==> config.mk <==
export PLATFORM = sky130hd
export DESIGN_NAME = mac_accumulator
export DESIGN_NICKNAME = d
export VERILOG_FILES = /design/src/rtl/mac_accumulator.sv
export SDC_FILE = /design/constraint.sdc
export NUM_CORES = 2
export LEC_CHECK = 0
export ABC_AREA = 1
export CAP_MARGIN = 20
export CORE_MARGIN = 2
export CORE_UTILIZATION = 55
export DETAILED_ROUTE_END_ITERATION = 10
export PLACE_DENSITY_LB_ADDON = 0.05
export SYNTH_ARGS = -nofsm -noshare
export SYNTH_HDL_FRONTEND = slang
export SYNTH_SLANG_ARGS = --single-unit
==> constraint.sdc <==
create_clock -name clk -period 2.7 [get_ports clk]
set_input_delay 0.54 -clock clk [delete_from_list [all_inputs] [get_ports clk]]
set_output_delay 0.54 -clock clk [all_outputs]
set_load 0.01 [all_outputs]
==> src/rtl/mac_accumulator.sv <==
// Fixed-point multiply-accumulate of N_TERMS Q(32-FRAC).FRAC products.
// The 32-bit result is clamped and presented with a one-cycle active-low strobe.
module mac_accumulator #(
  parameter int N_TERMS = 4,
  parameter int FRAC    = 16
) (
  input  logic               clk,
  input  logic               rst_n,
  input  logic               start,
  input  logic signed [31:0] a,
  input  logic signed [31:0] b,
  input  logic               in_valid,
  output logic               in_ready,
  output logic signed [31:0] e,
  output logic               en,
  output logic               sat,
  output logic               busy
);

  typedef enum logic [1:0] {IDLE, ACC, DONE} state_t;

  // 48-bit sum plus 8 guard bits, so the final clamp sees the true sign of up to 255 full-scale terms
  localparam int ACC_W = 56;
  localparam logic [7:0] LAST = 8'(N_TERMS - 1);
  localparam logic signed [ACC_W-1:0] POS_LIM = {{(ACC_W-32){1'b0}}, 32'h7FFF_FFFF};
  localparam logic signed [ACC_W-1:0] NEG_LIM = {{(ACC_W-32){1'b1}}, 32'h8000_0000};

  state_t                   state;
  logic        [7:0]        cnt;
  logic signed [ACC_W-1:0]  acc;
  logic signed [63:0]       prod;
  logic signed [ACC_W-1:0]  term;
  logic                     pos_ovf;
  logic                     neg_ovf;
  logic signed [31:0]       clamped;

  assign prod     = 64'(a) * 64'(b);
  assign term     = ACC_W'(prod >>> FRAC);
  assign pos_ovf  = (acc > POS_LIM);
  assign neg_ovf  = (acc < NEG_LIM);
  assign in_ready = (state == ACC);
  assign busy     = (state != IDLE);

  always_comb begin
    clamped = acc[31:0];
    if (pos_ovf)      clamped = 32'h7FFF_FFFF;
    else if (neg_ovf) clamped = 32'h8000_0000;
  end

  always_ff @(posedge clk or negedge rst_n) begin
    if (!rst_n) begin
      state <= IDLE;
      acc   <= '0;
      cnt   <= '0;
      e     <= '0;
      sat   <= 1'b0;
      en    <= 1'b1;
    end else begin
      en <= 1'b1;
      case (state)
        IDLE: begin
          if (start) begin
            acc   <= '0;
            cnt   <= '0;
            state <= ACC;
          end
        end
        ACC: begin
          if (in_valid) begin
            acc <= acc + term;
            cnt <= cnt + 8'd1;
            if (cnt == LAST) state <= DONE;
          end
        end
        DONE: begin
          e     <= clamped;
          sat   <= pos_ovf | neg_ovf;
          en    <= 1'b0;
          state <= IDLE;
        end
        default: state <= IDLE;
      endcase
    end
  end

endmodule

### Word level (Yosys, flattened, before mapping)

Index checks and enable logic that the tools add are counted.

* flip-flop bits (word level): 100
* word-level logic and storage cells: 36

* add/subtract/negate cells: 2
* multipliers: 1
* order comparisons: 2
* equality and inequality tests: 6
* mux-type cells: 13
* bitwise logic cells: 1
* reduce and logical (&&, ||, !) cells: 5

Operators by type and width (number)
* 56-bit 2-to-1 mux: 2
* 56-bit case mux with 2 select lines: 1
* 32-bit by 32-bit multiplier with 64-bit output: 1
* 32-bit 2-to-1 mux: 2
* 56-bit by 48-bit adder with 56-bit output: 1
* 56-bit by 32-bit > comparator with 1-bit output (second input constant): 1
* 56-bit by 32-bit less-than comparator with 1-bit output (second input constant): 1
* 8-bit 2-to-1 mux: 2
* 8-bit case mux with 2 select lines: 1
* 8-bit by 1-bit adder with 8-bit output (second input constant): 1
* 8-bit by 2-bit == test with 1-bit output (second input constant): 1
* 2-bit 2-to-1 mux: 3
* 3-bit AND reduction: 2
* 2-bit inequality test (second input constant): 2
* 2-bit case mux with 2 select lines: 1
* 2-bit nonzero test: 2
* 2-bit by 1-bit == test with 1-bit output (second input constant): 1
* 2-bit == test (second input constant): 1
* 2-bit logical NOT: 1
* 2-bit by 1-bit inequality test with 1-bit output (second input constant): 1
* 1-bit 2-to-1 mux: 1
* 1-bit bitwise OR: 1

### Longest topological paths before layout

* depth after elaboration: 4
* gate-level depth with buffers: 47
* depth with buffers taken out: 46

### Worst setup path after synthesis

No wires, ideal clock.

* path type: input-to-reg
* from: in a[31]
* to: reg acc[55]
* library setup time: 0.118 ns
* arrival: 8.781 ns
* data required time: 2.582 ns
* slack: -6.199 ns
* stages on the path: 41
* buffers on the path: 1
* cell sequence: clkbuf_1 > nand2_1 > inv_1 > fa_1 > fa_1 > fa_1 > fa_1 > inv_1 > fa_1 > inv_1 > fa_1 > inv_1 > fa_1 > inv_1 > fa_1 > ha_1 > nand2_1 > nor2_1 > (+5 left out) > nand2_1 > nand2_1 > nand2_1 > inv_1 > ha_1 > nand2_1 > nor2_1 > nand2_1 > inv_1 > nand2_1 > nor2_1 > nand2_1 > nand3_1 > nand2_1 > nand2_1 > nand3_1 > nand3_1 > nand2_1

* word-level cells in the longest chain between the ends: 4

Ends and longest elaborated chain
* from (decl): RTL line 10 `input logic signed [31:0] a,`
* 32-bit by 32-bit multiplier with 64-bit output: RTL line 37 `assign prod = 64'(a) * 64'(b);`
* 56-bit by 48-bit adder with 56-bit output: RTL line 70 `acc <= acc + term;`
* 56-bit 2-to-1 mux: RTL line 69 `if (in_valid) begin`
* 56-bit case mux with 2 select lines: RTL line 60 `case (state)`
* to (signal assigned): RTL line 70
* to (decl): RTL line 30 `logic signed [ACC_W-1:0] acc;`

Every way passes these cells. The select of a mux whose other input is x is not followed.
A chain may end at the register's enable or synchronous reset.

### Worst setup path after layout

Same ends and word-level chain as after synthesis.

==> metrics.txt <==
residual overflow from global routing=0; number of synthesized flops with an enable pin=0; Final Hold Violating Endpoints=0; net count reported at finish=8410; Die ar.=0.0850 mm²; clock period minus final worst setup slack=8.65 ns; number of detailed-routing iterations run before antenna repair=7; arrival time at the worst endpoint=8.91 ns; top layer in use=met5; number of routed nets with antenna violations=0; critical path depth in cells=39; gate count of the mapped netlist=5927; routed via count=44400; signed area change from the synthesized netlist to the final layout=43.8%; count of cell types in the netlist=50; root buffer selected by CTS=clkbuf_16; die width=292 µm; warnings from Yosys=0; slew at the pin closest to its max-slew limit=0.691 ns; clock transition at the register clock pins on the worst setup and hold paths after CTS=0.09 ns; RR Endpoint=acc[37]; number of H-tree branching levels=3; via count of the first global-routing pass=46700; wire length reported by the detailed router=174000 µm; Async SR Flop Fraction=100%; reg2reg path depth=14; smallest setup slack after layout=-5.95 ns; total number of placement rows=105; Core Area=0.0820 mm²; maximum number of pins on one net before global-route repair=101; share of final-layout standard cells stronger than drive strength 1=33.8%; HPWL after detailed placement=118000 µm; Hold/Removal Path Class=in2async; peak fanout along the critical path=5; final weighted congestion in routability-driven placement=0.985; post-synthesis sequential element count=100; Max-cap violations=0; I/O pin cnt=104; count of filler cells inserted in the layout=5303; die height=292 µm; buffers plus inverters on the worst setup path=8; RSZ-0062 raised after global routing=true; starting density of the core=55.5%; kind of cell adding the most delay to the critical path=adder cells; worst reg2reg path startpoint=acc[16]; leading register cell type out of synthesis=dfrtp_1; top cell type's share of synthesized area=47.6%; total met3 wirelength after detailed routing=17400 µm; global-route wire length before repair=265000 µm; Setup WS pre-CTS=-6.97 ns; max-slew violation total from the final report=0; clock sink total=100; Worst Setup EP=acc[55]; number of buffers on the longest clock path=2; initial antenna violation count=9; WS Path Type=in2reg; data required time at the worst endpoint=2.97 ns; clock latency on the worst-skew pair=0.37 ns; worst hold margin=0.207 ns; count of placed standard cells in the final layout, fillers left out=8107; number of port buffers=103; cell repeated most along the worst path=nand2_1; routed length on met2=80400 µm; area taken by flip-flops and latches=0.00250 mm²; multi-input combinational cell area=0.0417 mm²; Remaining DRCs=0; Setup crit end kind=flip-flop; cell types with the largest area share after synthesis=fa_1, inv_1, nand2_1; Initial DRC Count=3245; final worst-path cycle share=320%; Setup crit start=a[31]; Syn Nets=7314; wl on met1=61800 µm; number of failing setup endpoints in the final timing report=56; relative slew slack=53.9%; routed wire length per instance=21.5 µm; cts bufs inserted=9; standard cell with the maximum stage delay on the critical path=fa_1; run status=finished with violations; Worst Setup Start Kind=input pin; via count normalized by instance count=5.48; crit-path max cell delay=0.60 ns; Achievable Freq=116 MHz; cell type with the highest aggregate area in the netlist=fa_1; sequential area share after synthesis=5.50%; total global-route track usage=40.7%; post-synthesis instance area=0.0455 mm²; violations in the final reports=negative setup slack; Fin Clk Skew=0.00908 ns; syn avg cell area=7.68 µm²; DP Cell Count=7686; TritonCTS clock tree=done; r2r setup slk=0.17 ns
## flip-flops by register name, summed over array words and instances, names as in the netlist
register,flops
acc,56
e,32
cnt,8
en,1
state,2
sat,1
## cell usage in the layout (no fill, tap or decap), types with 29 or more instances in the layout
cell type	count
nand3_1	65
inv_1	1498
a21oi_2	96
fa_1	983
o21ai_1	57
a21oi_1	113
nand3_2	29
buf_4	872
ha_1	140
a21oi_4	46
nor2_2	59
o21ai_2	41
nand2_4	93
fa_2	99
buf_6	177
clkdlybuf4s50_1	38
nor2_1	165
nand2_2	139
buf_16	38
dfrtp_1	99
inv_2	154
nand2_1	1354
ha_4	94
buf_12	117
nor2_4	108
## final cells by class
class	count	area share, %
sequential	100	3.83
inverter	1666	9.61
tap	1070	2.05
timing repair buffer	1300	20.3
clock buffer	9	0.344
antenna	9	0.0344
clock inverter	7	0.115
multi-input combinational	3946	63.7
## how the worst min path moves through the flow
stage | to | slack, ns | depth (start not counted)
final | e[14] | 0.21 | 2
after global routing | e[3] | 0.25 | 2
after global placement | acc[2] | 0.49 | 2
after floorplan | acc[0] | 0.24 | 0
after CTS | e[4] | 0.25 | 2
after detailed placement | e[31] | 0.50 | 2
## per-stage QoR
| stage | util (%) | setup TNS (ns) | instance area [µm²] |
|---|---|---|---|
| 6_report | 79.8 | -307.79 | 65400 |
| 5_1_grt | 79.8 | -318.21 | 65400 |
| 4_1_cts | 77.3 | -294.98 | 63400 |
| 3_5_place_dp | 67.2 | -356.22 | 55100 |
| 3_3_place_gp | 67.2 | -355.11 | 55100 |
| 2_1_floorplan | - | -268.73 | 46900 |
## logic make-up after synthesis
logic type / after synthesis / share of synthesized area (%)
simple gates: 2112 / 18.3
flops: 100 / 5.50
buf+inv: 1881 / 15.5
fa+ha+maj: 1319 / 54.1
xor+xnor: 49 / 0.943
compound gates: 466 / 5.55
## per-layer routing
metal,track usage [%],vias to the layer above
li1,-,19200
met1,49.5,22100
met2,65.9,2317
met3,10.2,824
met4,24.2,6
met5,0,-
## cell usage after synthesis, types with 5 or more instances
| master | count |
|---|---|
| xnor2_1 | 15 |
| nor2_2 | 5 |
| clkbuf_1 | 200 |
| nand3_1 | 98 |
| a31oi_1 | 12 |
| o21a_1 | 5 |
| xor2_1 | 34 |
| ha_1 | 237 |
| nand3b_1 | 7 |
| nor3_1 | 21 |
| a21oi_1 | 254 |
| nand2_1 | 1587 |
| o21ai_2 | 6 |
| or2_2 | 9 |
| o21ai_1 | 15 |
| o21ai_0 | 120 |
| fa_1 | 1082 |
| nor4_1 | 14 |
| o211ai_1 | 7 |
| a21o_1 | 13 |
| nor2_1 | 326 |
| nand4_1 | 25 |
| o21bai_1 | 17 |
| dfrtp_1 | 99 |
| buf_2 | 11 |
| inv_1 | 1662 |
## repair_timing
action	CTS	global route
gates resized for setup	1497	399
setup endpoints to repair	56	56
cloned	55	0
setup buffers	279	87
pin swaps	545	357
hold buffers	0	0
## worst reg2reg max path: stages, from the launching register on
cell and delay (ns):
dfrtp_1 0.45, ha_2 0.42, nand2_1 0.10, buf_4 0.16, nor2_2 0.19, inv_1 0.13
nor2_2 0.19, inv_2 0.09, buf_4 0.14, nor2_1 0.11, nand3b_1 0.10, nand2_1 0.10
a21oi_1 0.07, o21ai_1 0.10, nand2_1 0.06
Power is not shown: default switching activity piles up to over one toggle a cycle in this logic, so the estimate is an artifact.
